`src/rtl/lfsr_noise_pkg.sv`:
```
// Shared constants, FSM state type and round-robin pick helper for lfsr_noise_arbiter.
package lfsr_noise_pkg;
   localparam int unsigned LFSR_W = 15;
   localparam logic [LFSR_W-1:0] LFSR_TAPS = 15'h6000;
   localparam int unsigned LFSR_OUT_BIT = 14;
   localparam int unsigned RR_MAX = 16;

   typedef enum logic [1:0] {IDLE, SHIFT, DELIVER} state_e;

   // First set bit at or after ptr, searching upward and wrapping at nreq.
   function automatic logic [3:0] rr_pick(input logic [RR_MAX-1:0] req, input logic [3:0] ptr,
                                          input int unsigned nreq);
      logic [3:0]  win;
      logic        found;
      int unsigned idx;
      win   = '0;
      found = 1'b0;
      for (int unsigned i = 0; i < RR_MAX; i++) begin
         idx = ({28'b0, ptr} + i) % nreq;
         if (!found && (i < nreq) && req[idx[3:0]]) begin
            win   = idx[3:0];
            found = 1'b1;
         end
      end
      return win;
   endfunction
endpackage

```
`src/rtl/lfsr_noise_arbiter_core.sv`:
```
// 15-bit Galois LFSR register with zero-guarded load and single-step update.
module lfsr_noise_core
   import lfsr_noise_pkg::*;
#(
   parameter logic [LFSR_W-1:0] SEED = 15'h0001
) (
   input  logic              clk_i,
   input  logic              rst_ni,
   input  logic              step_i,
   input  logic              load_i,
   input  logic [LFSR_W-1:0] load_data_i,
   output logic              out_bit_o
);
   localparam logic [LFSR_W-1:0] ResetVal = (SEED == '0) ? LFSR_W'(1) : SEED;

   logic [LFSR_W-1:0] lfsr_q, lfsr_d, stepped;

   always_comb begin
      stepped = lfsr_q[0] ? ((lfsr_q >> 1) ^ LFSR_TAPS) : (lfsr_q >> 1);
      lfsr_d  = lfsr_q;
      if (load_i) begin
         lfsr_d = (load_data_i == '0) ? LFSR_W'(1) : load_data_i;
      end else if (step_i) begin
         lfsr_d = stepped;
      end
   end

   always_ff @(posedge clk_i or negedge rst_ni) begin
      if (!rst_ni) lfsr_q <= ResetVal;
      else         lfsr_q <= lfsr_d;
   end

   // The collected bit is taken from the post-step value.
   assign out_bit_o = stepped[LFSR_OUT_BIT];
endmodule

```
`src/rtl/lfsr_noise_arbiter.sv`:
```
// Round-robin arbiter sharing one noise LFSR; returns WORD_W-bit words tagged with requester id.
// Optional macro LFSR_FREERUN_EN: LFSR also steps every IDLE and DELIVER cycle.
module lfsr_noise_arbiter
   import lfsr_noise_pkg::*;
#(
   parameter int unsigned       NREQ   = 4,
   parameter int unsigned       WORD_W = 8,
   parameter logic [LFSR_W-1:0] SEED   = 15'h0001
) (
   input  logic                    clk_i,
   input  logic                    rst_ni,
   input  logic [NREQ-1:0]         req_i,
   input  logic                    seed_load_i,
   input  logic [LFSR_W-1:0]       seed_data_i,
   output logic                    rsp_valid_o,
   input  logic                    rsp_ready_i,
   output logic [WORD_W-1:0]       rsp_data_o,
   output logic [$clog2(NREQ)-1:0] rsp_id_o,
   output logic                    busy_o
);
   localparam int unsigned ID_W  = $clog2(NREQ);
   localparam int unsigned CNT_W = $clog2(WORD_W + 1);

   state_e            state_q;
   logic [ID_W-1:0]   rr_ptr_q, rsp_id_q, pick_id, rr_next;
   logic [CNT_W-1:0]  cnt_q;
   logic [WORD_W-1:0] word_q;
   logic              rsp_valid_q;
   logic              shift_step, lfsr_step, lfsr_load, lfsr_bit;

   assign shift_step = (state_q == SHIFT) && (cnt_q != CNT_W'(WORD_W));
   assign lfsr_load  = seed_load_i && (state_q == IDLE);
`ifdef LFSR_FREERUN_EN
   assign lfsr_step  = shift_step || (state_q != SHIFT);
`else
   assign lfsr_step  = shift_step;
`endif

   assign pick_id = ID_W'(rr_pick(RR_MAX'(req_i), 4'(rr_ptr_q), NREQ));
   assign rr_next = (rsp_id_q == ID_W'(NREQ - 1)) ? '0 : rsp_id_q + ID_W'(1);

   lfsr_noise_core #(
      .SEED(SEED)
   ) u_core (
      .clk_i      (clk_i),
      .rst_ni     (rst_ni),
      .step_i     (lfsr_step),
      .load_i     (lfsr_load),
      .load_data_i(seed_data_i),
      .out_bit_o  (lfsr_bit)
   );

   always_ff @(posedge clk_i or negedge rst_ni) begin
      if (!rst_ni) begin
         state_q     <= IDLE;
         rr_ptr_q    <= '0;
         rsp_id_q    <= '0;
         rsp_valid_q <= 1'b0;
         cnt_q       <= '0;
         word_q      <= '0;
      end else begin
         unique case (state_q)
            IDLE: begin
               // Seed load wins over arbitration in the same cycle.
               if (!seed_load_i && (req_i != '0)) begin
                  rsp_id_q <= pick_id;
                  cnt_q    <= '0;
                  state_q  <= SHIFT;
               end
            end
            SHIFT: begin
               if (shift_step) begin
                  word_q <= (word_q << 1) | WORD_W'(lfsr_bit);
                  cnt_q  <= cnt_q + CNT_W'(1);
               end else begin
                  rsp_valid_q <= 1'b1;
                  state_q     <= DELIVER;
               end
            end
            DELIVER: begin
               if (rsp_ready_i) begin
                  rsp_valid_q <= 1'b0;
                  rr_ptr_q    <= rr_next;
                  state_q     <= IDLE;
               end
            end
            default: state_q <= IDLE;
         endcase
      end
   end

   assign rsp_valid_o = rsp_valid_q;
   assign rsp_data_o  = word_q;
   assign rsp_id_o    = rsp_id_q;
   assign busy_o      = (state_q != IDLE);
endmodule

```
`config.mk`:
```
export PLATFORM = sky130hd
export DESIGN_NAME = lfsr_noise_arbiter
export DESIGN_NICKNAME = d
export VERILOG_FILES = /design/src/rtl/lfsr_noise_pkg.sv /design/src/rtl/lfsr_noise_arbiter_core.sv /design/src/rtl/lfsr_noise_arbiter.sv
export SDC_FILE = /design/constraint.sdc
export NUM_CORES = 1
export LEC_CHECK = 0
export CAP_MARGIN = 20
export CORE_AREA = 3 3 61 63
export CTS_CLUSTER_DIAMETER = 60
export DETAILED_ROUTE_END_ITERATION = 16
export DIE_AREA = 0 0 64 66
export GPL_ROUTABILITY_DRIVEN = 0
export GPL_TIMING_DRIVEN = 0
export PLACE_DENSITY = 0.83
export RECOVER_POWER = 100
export SYNTH_ARGS = -nofsm -noshare
export SYNTH_HDL_FRONTEND = slang
export SYNTH_SLANG_ARGS = --single-unit
```
`constraint.sdc`:
```
create_clock -name clk_i -period 2.1 [get_ports clk_i]
set_clock_uncertainty 0.1 [all_clocks]
set_input_delay 0.42 -clock clk_i [delete_from_list [all_inputs] [get_ports clk_i]]
set_output_delay 0.42 -clock clk_i [all_outputs]
set_load 0.02 [all_outputs]
```
Word-level counts from Yosys, hierarchy flattened. Cells that the tools add are included. Widths: inputs -> output; s select.

Register bits: 34. Bits of input ports: 23. Output and inout port bits: 12.

Add/subtract/negate cells: 5. Order comparisons: 4. Equal/unequal tests: 8. Multiplexer cells: 30. Bitwise logic cells: 2. Reduce and logical (&&, ||, !) cells: 23.

Operator list (count): $mux 15 (4); $lt 2x5->1 const B (4); $mux 2 (8); $logic_not 15->1 (1); $mux 1 (9); $reduce_and 3->1 (3); $bmux 1 s2 (4); $mux 4 (2); $or 8x1->8 (1); $pmux 4 s2 (1); $reduce_bool 2->1 (4); $logic_and 1x1->1 (6); $ne 2x2->1 const B (3); $pmux 2 s3 (1); $reduce_and 2->1 (3); $add 2x1->2 const B (2); $add 2x2->2 const B (2); $add 4x1->4 const B (1); $eq 2x2->1 const B (2); $logic_not 1->1 (4); $ne 4x4->1 const B (1); $reduce_bool 4->1 (1); $eq 2x1->1 const B (1); $logic_not 2->1 (1); 3 further kinds (3).

Logic depth before layout (Yosys ltp). Gate-level depths: netlist of the first run.

Depth in word-level cells: 12. Gate-level depth with buffers: 8. Depth with buffers taken out: 6.

Cells and area by module. Synthesis of the first run repeated with hierarchy kept, for this count alone.

Cell total of the unflattened synthesis: 158. Area, all modules: 1707.9 um2.

By module, submodules not included: lfsr_noise_arbiter (instances 1, cells each 86, area each 944.7 um2, seq. area each 475.5 um2); lfsr_noise_core (instances 1, cells each 72, area each 763.2 um2, seq. area each 376.6 um2).

Worst setup path after synthesis of the first run. OpenSTA, ideal clock, no wires.

Path kind: reg2reg. From: reg cnt_q[0]. To: reg u_core.lfsr_q[12]. Library setup time: 0.127 ns. Arrival time: 1.445 ns. Data required time: 1.873 ns. Path slack: 0.428 ns. Cell stages (with the launch flop): 7. Path buffers: 0. Period minus slack after synthesis: 1.672 ns. Cell sequence: dfrtp_1 -> inv_1 -> ha_1 -> and3b_1 -> a211o_1 -> a222oi_1 -> inv_1.

Longest elaborated chain between the ends: 3.

RTL lines: from (decl) (line lfsr_noise_arbiter.sv:26) `logic [CNT_W-1:0] cnt_q;`; from (signal assigned) (line lfsr_noise_arbiter.sv:74) `cnt_q <= cnt_q + CNT_W'(1);`; $ne 4x4->1 (line lfsr_noise_arbiter.sv:31) `assign shift_step = (state_q == SHIFT) && (cnt_q != CNT_W'(WORD_W));`; $logic_and 1x1->1 (line lfsr_noise_arbiter.sv:31); $reduce_bool 2->1 (no source line); to (signal assigned) (line lfsr_noise_arbiter_core.sv:29) `if (!rst_ni) lfsr_q <= ResetVal;`; to (signal assigned) (line lfsr_noise_arbiter_core.sv:30) `else lfsr_q <= lfsr_d;`; to (decl) (line lfsr_noise_arbiter_core.sv:16) `logic [LFSR_W-1:0] lfsr_q, lfsr_d, stepped;`.

Every way passes these cells. A chain may end at the register's enable or synchronous reset.

Worst setup path in the final report of the first run.
From: reg rsp_id_q[0] (netlist: rsp_id_o[0]). To: out rsp_id_o[0].

RTL lines: from (decl) (line lfsr_noise_arbiter.sv:25) `logic [ID_W-1:0] rr_ptr_q, rsp_id_q, pick_id, rr_next;`; from (signal assigned) (line lfsr_noise_arbiter.sv:66) `rsp_id_q <= pick_id;`; to (decl) (line lfsr_noise_arbiter.sv:18) `output logic [$clog2(NREQ)-1:0] rsp_id_o,`.

No word-level cell between the ends.

==> results of run 1 <==
## cell usage after synthesis
cell      count
a222oi_1      4
o21a_1        1
inv_2         1
nand4_1       2
nand3_1       1
ha_1          3
clkbuf_2      1
mux2i_1       2
nor2_1       24
o31ai_1       1
nand2b_1      2
nand2_1      42
dfstp_2       1
mux2_2        1
or3_1         1
nor2_4        1
inv_1         6
nor2b_2       1
a211oi_2      1
dfrtp_1      33
o21ai_0       8
o22ai_1      11
and3b_1       1
nand3b_1      1
buf_2         3
a21oi_1       3
nor4_1        3
xor2_1        1
buf_6         2
nor3_1        1
o31ai_2       1
and2_1        3
clkbuf_1      1
xnor2_1       1
a211o_1       1
## routing by layer
| layer | share of wire | global-route usage | vias up |
|---|---|---|---|
| met3 | 0.068 | 0.0340 | 7 |
| met5 | 0 | 0 | - |
| met1 | 0.48 | 0.228 | 625 |
| li1 | - | - | 664 |
| met2 | 0.44 | 0.261 | 40 |
| met4 | 0.019 | 0.0889 | 0 |
## cells by family (layout without fill, tap and decap cells)
family,after synthesis,count (layout),synth area share
compound gates,31,31,0.134
mux,3,3,0.0197
buf+inv,14,56,0.0457
simple gates,83,83,0.229
xor+xnor,2,2,0.0110
fa+ha+maj,3,3,0.0237
flops,34,34,0.537
## per-stage QoR
stage               utilization  hold WS [ns]
CTS                       0.627        0.0430
global route              0.620        0.0830
detailed placement        0.603         0.372
finish                    0.620        0.0177
floorplan                     -        0.0244
global placement          0.604         0.365
## timing repair
action | in CTS | in global routing
gates resized for setup | 1 | 1
setup endpoints to repair | 1 | 1
pin swaps | 0 | 0
hold buffers | 0 | 0
cloned | 0 | 0
## layout make-up
| class | count | area [um^2] |
|---|---|---|
| plain buffers | 7 | 37.5 |
| clock buffers | 8 | 78.8 |
| fillers | 296 | 1250 |
| inverters | 7 | 26.3 |
| multi-input cells | 122 | 654 |
| flip-flops and latches | 34 | 853 |
| well taps | 46 | 57.6 |
| repair buffers | 34 | 329 |
## flip-flops by register name, indices dropped and copies added, names as in the netlist
signal / flops
cnt_q: 4
rr_ptr_q: 2
rsp_data_o: 8
u_core.lfsr_q: 15
state_q: 2
rsp_id_o: 2
rsp_valid_o: 1
## final timing paths
check / slack (ns) / start / to / cells after the start
max in group asynchronous: 1.37 / rst_ni / state_q[1] / 1
setup reg to reg: 0.24 / cnt_q[0] / u_core.lfsr_q[7] / 6
hold / removal: 0.02 / rst_ni / rsp_id_o[0] / 1
hold reg to reg: 0.38 / rsp_data_o[7] / rsp_data_o[7] / 2
min in group clk_i: 0.38 / rsp_data_o[7] / rsp_data_o[7] / 2
setup / recovery: 0.14 / rsp_id_o[0] / rsp_id_o[0] / 1
## power groups by stage
stage / combinational [W] / clock, W / sequential, W
floorplan: 0.000794 / 0 / 0.00124
global placement: 0.00127 / 0 / 0.00118
detailed placement: 0.00130 / 0 / 0.00118
CTS: 0.00131 / 0.000451 / 0.00117
global route: 0.00141 / 0.000483 / 0.00121
finish: 0.00123 / 0.000444 / 0.00117
==> summary.md, run 1 <==
| Metric | Value |
|---|---|
| Vias | 1336 |
| Switching power | 0.00112 W |
| TNS Setup | 0 ns |
| Area delta synth->final | 28.4% |
| Worst EP required | 1.58 ns |
| Register area share after synthesis | 0.537 |
| Placed Area | 1980 um^2 |
| Flop and latch count out of synthesis | 34 |
| Arrival time of the worst setup path | 1.44 ns |
| Ant diodes | 0 |
| Clock power frac | 0.156 |
| Slew Viols, Final | 0 |
| Avg Vias per Cell | about 5.2 |
| Synthesized cell area | 1590 um^2 |
| Most common cell after layout, fill and taps aside | nand2_1 |
| WP buf/inv | 1 |
| Fin. Hold Viols | 0 |
| Setup Buffers After CTS | 0 |
| # DRC | 0 |
| Crit Path Class | reg -> out |
| Final instance area | 2040 um^2 |
| Total power divided by cell area | roughly 1400 nW/um^2 |
| Non-Filler Instances | between 200 and 300 |
| Placed cells | 250 |
| Worst Hold Class | in -> async |
| CTS sink cnt | 34 |
| Core footprint | approximately 3300 um^2 |
| Yosys Warn Count | 0 |
| Largest net degree at the start of global routing | 35 |
| Clk root buf | clkbuf_4 |
| Crit start category | flop |
| Post-synth top area share | 0.521 |
| # H-tree levels | 2 |
| Area contributors post-synth | dfrtp_1 52%, nand2_1 9.9%, nor2_1 5.7% |
| Sequential fraction of design power | 0.410 |
| CTS buffer count | 5 |
| Combinational power share | 0.433 |
| Number of global-route vias before repair | 1263 |
| Drt pass-1 iters | 4 |
| Sw Share | 0.394 |
| # nets final | between 200 and 250 |
| Tot GR Track Use | 0.171 |
| Slowest stage cell, crit path | dlygate4sd3_1 |
| Die area | 4220 um^2 |
| Layout cells sized above 1 | 0.0896 |
| DP Wirelength | 2280 um |
| Congestion Overflow GR | 0 |
| Pwr Total | approximately 0.0028 W |
| Antenna-violating nets left | 0 |
| Distinct cells, synth | 35 |
| Most frequent cells in the layout | 42 x nand2_1, 32 x dfrtp_1, 25 x nor2_1 |
| Syn Inst Count | 170 |
| Status | finished clean |
| Antenna violations before repair | 0 |
| Final setup fails | 0 |
| Clock Tree Buf Depth | 2 |
| I/O Pins | 35 |
| Max rail drop VDD | 0.000827 V |
| Post-layout minimum cycle time | between 1.5 and 2 ns |
| Fmax | 0.510 GHz |
| WL/cell | 12.1 um |
| Syn avg cell area | 9.33 um^2 |
| Syn_nets | 196 |
| DIE HEIGHT | 66 um |
| Clock tree from TritonCTS | built |
| Leak | about 0.94 nW |
| Initial drt markers | around 80 |
| Max incr delay on CP | 0.69 ns |
| First-pass GRT wire length | between 5000 and 6000 um |
| Die W | approximately 64 um |
| Clock Latency Late Sink | between 0.3 and 0.4 ns |
| Worst-margin pin slew | just over 0.7 ns |
| Initial Util | 0.483 |
| Synth area leader | dfrtp_1 |
| Total wire length | about 3100 um |
| Rel. slew slack | 0.518 |
| RSZ-0062 raised after global routing | no |
| Top delay family on crit path | buffers and inverters |
| Max FO, Critical Path | 4 |
| Place WS | 0.0836 ns |
| Number of port buffers | 34 |
| Critical path cell sequence | dlygate4sd3_1 |
| Worst-path clk slew | 0.10 ns |
| Max-Cap Viols | 0 |
| Final worst slack | 0.139 ns |
| Crit path capture type | output pin |
| FP Rows | 21 |
| Period utilization | 0.934 |
| P_int | 0.00172 W |
(Power assumes the default switching activity.)
==> run 2, diff against run 1 <==
- CORE_AREA: 3 3 61 63 -> 3 3 59 61
- DIE_AREA: 0 0 64 66 -> 0 0 62 64
- PLACE_DENSITY: 0.83 -> 0.88
- clock period: 2.1 -> 2.45 ns (I/O delays scaled with it)
==> run 2 against run 1 <==
Against the previous run: the flow now finishes with violations (max-capacitance violations, max-slew violations); power decreased by 14%; register-to-register slack improved by 0.25 ns; sequential cell count unchanged; via count rose by 0.22%; largest cell class unchanged; largest power group unchanged.
==> summary.md, run 2 (synthesized netlist as in run 1, its figures left out) <==
| Metric | Value |
|---|---|
| Core footprint | 3030 um^2 (-7.8%) |
| Storage cell area | 852 um^2 (-0.15%) |
| # hold bufs at CTS | 0 (unchanged) |
| DR top layer | met4 |
| Avg Vias per Cell | 5.23 (+1.0%) |
| First-pass GRT wire length | 5240 um (-6.7%) |
| CTS buffer count | 5 (unchanged) |
| Non-Filler Instances | 256 (-0.78%) |
| Most frequent cells in the layout | 42 x nand2_1, 33 x dfrtp_1, 24 x nor2_1 |
| TNS Setup | 0 ns (unchanged) |
| Fin. Hold Viols | 0 (unchanged) |
| Initial drt markers | 94 (+16%) |
| Place WS | 0.359 ns (+0.275 ns) |
| R2R setup slack | 0.49 ns (+0.25 ns) |
| Initial Util | 0.524 (+0.0409) |
| CTS sink cnt | 34 (unchanged) |
| Max rail drop VDD | 0.000723 V (-13%) |
| Number of flip-flops in the largest register | 15 (unchanged) |
| Antenna-violating nets left | 0 (unchanged) |
| Clock tree from TritonCTS | built |
| Clock Latency Late Sink | 0.34 ns (about the same) |
| Worst EP required | 1.86 ns (+0.28 ns) |
| Worst Hold Class | reg -> reg |
| Status | finished, violations left |
| Max FO, Critical Path | 9 (+5) |
| Largest net degree at the start of global routing | 35 (unchanged) |
| Rel. slew slack | -0.170 (-0.688) |
| Congestion Overflow GR | 0 (unchanged) |
| Drt pass-1 iters | 4 (unchanged) |
| Period utilization | 0.923 |
| PostCTS Resize Cnt | 0 (-1) |
| Clk root buf | clkbuf_4 |
| Final worst slack | 0.189 ns (+0.0506 ns) |
| Layout cells sized above 1 | 0.0849 (-0.00472) |
| Die area | 3970 um^2 (-6.1%) |
| Crit path capture type | output pin |
| Most flop-heavy register | u_core.lfsr_q |
| Placed cells | 248 (-0.80%) |
| Number of port buffers | 34 (unchanged) |
| Worst-path clk slew | 0.10 ns (about the same) |
| DIE HEIGHT | 64 um (-3.0%) |
| Setup Buffers After CTS | 0 (unchanged) |
| Max-Cap Viols | 1 (+1) |
| Final setup fails | 0 (unchanged) |
| DR WL met2 | 1380 um (+1.1%) |
| Multi-input logic area | 662 um^2 (+1.1%) |
| Clock Tree Buf Depth | 2 (unchanged) |
| Met1 Wirelength | 1560 um (+5.0%) |
| Total wire length | 3210 um (+2.5%) |
| Worst hold slack | 0.396 ns (+0.379 ns) |
| # DRC | 0 (unchanged) |
| Most common cell after layout, fill and taps aside | nand2_1 |
| Area delta synth->final | 28.9% |
| # nets final | 237 (unchanged) |
| # H-tree levels | 2 (unchanged) |
| WL/cell | 12.5 um (+3.3%) |
| Crit Path Class | reg -> out |
| Leak | 0.941 nW (about the same) |
| Number of global-route vias before repair | 1176 (-6.9%) |
| DP Wirelength | 2320 um (+1.5%) |
| I/O Pins | 35 (unchanged) |
| RSZ-0062 raised after global routing | no |
| Slowest stage cell, crit path | dlygate4sd3_1 |
| Ant diodes | 0 (unchanged) |
| Failing checks | max-capacitance violations, max-slew violations |
| Die W | 62 um (-3.1%) |
| Post-layout minimum cycle time | 2.26 ns |
| Antenna violations before repair | 0 (unchanged) |
| Slew Viols, Final | 35 (+35) |
| Max incr delay on CP | 0.64 ns (-0.05 ns) |
| Vias | 1339 (+0.22%) |
| Metal3 WL | 208 um (-1.9%) |
| Crit start category | flop |
| Critical path cell sequence | buf_6, nor2_4, inv_2, dlygate4sd3_1 |
| Fmax | 0.442 GHz |
| Tot GR Track Use | 0.179 (+0.00868) |
| Fill count | 250 (-16%) |
| FP Rows | 20 (-4.8%) |
| Arrival time of the worst setup path | 1.67 ns (+0.23 ns) |
| Worst-margin pin slew | 1.75 ns (+1.03 ns) |
| Total power divided by cell area | 1200 nW/um^2 (-14%) |
[run 2: worst paths after layout]
path,startpoint,end,cells past startpoint
min in group asynchronous,rst_ni,rsp_data_o[1],1
hold / removal,rsp_data_o[5],rsp_data_o[6],2
max in group asynchronous,rst_ni,u_core.lfsr_q[3],1
setup reg to reg,cnt_q[0],u_core.lfsr_q[14],8
setup / recovery,state_q[0],busy_o,4
hold reg to reg,rsp_data_o[5],rsp_data_o[6],2
[run 2: final cells by class]
| type | instances | area share |
|---|---|---|
| buffer | 7 | 0.0177 |
| clock buffer | 8 | 0.0386 |
| inverter | 7 | 0.0129 |
| multi-input combinational | 122 | 0.324 |
| sequential | 34 | 0.417 |
| tap | 44 | 0.0269 |
| timing repair buffer | 34 | 0.163 |
[run 2: critical path, delay by kind of cell, from the launching register on]
kind	cells	cell delay (ns)
AND/OR/NAND/NOR	1	0.13
buffers and inverters	3	0.82
flip-flops	1	0.38
[run 2: report_power, final]
| group | internal (W) | total [W] | switching [W] |
|---|---|---|---|
| clock | 0.000196 | 0.000382 | 0.000186 |
| sequential | 0.000827 | 0.00100 | 0.000177 |
| combinational | 0.000460 | 0.00107 | 0.000611 |
| total | 0.00148 | 0.00246 | 0.000974 |
[run 2: per-layer routing]
layer | vias up | GRT usage
met1 | 618 | 0.259
li1 | 664 | -
met5 | - | 0
met4 | 0 | 0.0557
met2 | 50 | 0.250
met3 | 7 | 0.0626
[run 2: metrics by stage]
stage / cell area [um^2] / total power (W) / utilization
2_1_floorplan: 1590 / 0.00175 / -
3_3_place_gp: 1980 / 0.00209 / 0.655
3_5_place_dp: 1980 / 0.00214 / 0.653
4_1_cts: 2060 / 0.00252 / 0.679
5_1_grt: 2040 / 0.00266 / 0.675
6_report: 2040 / 0.00246 / 0.675
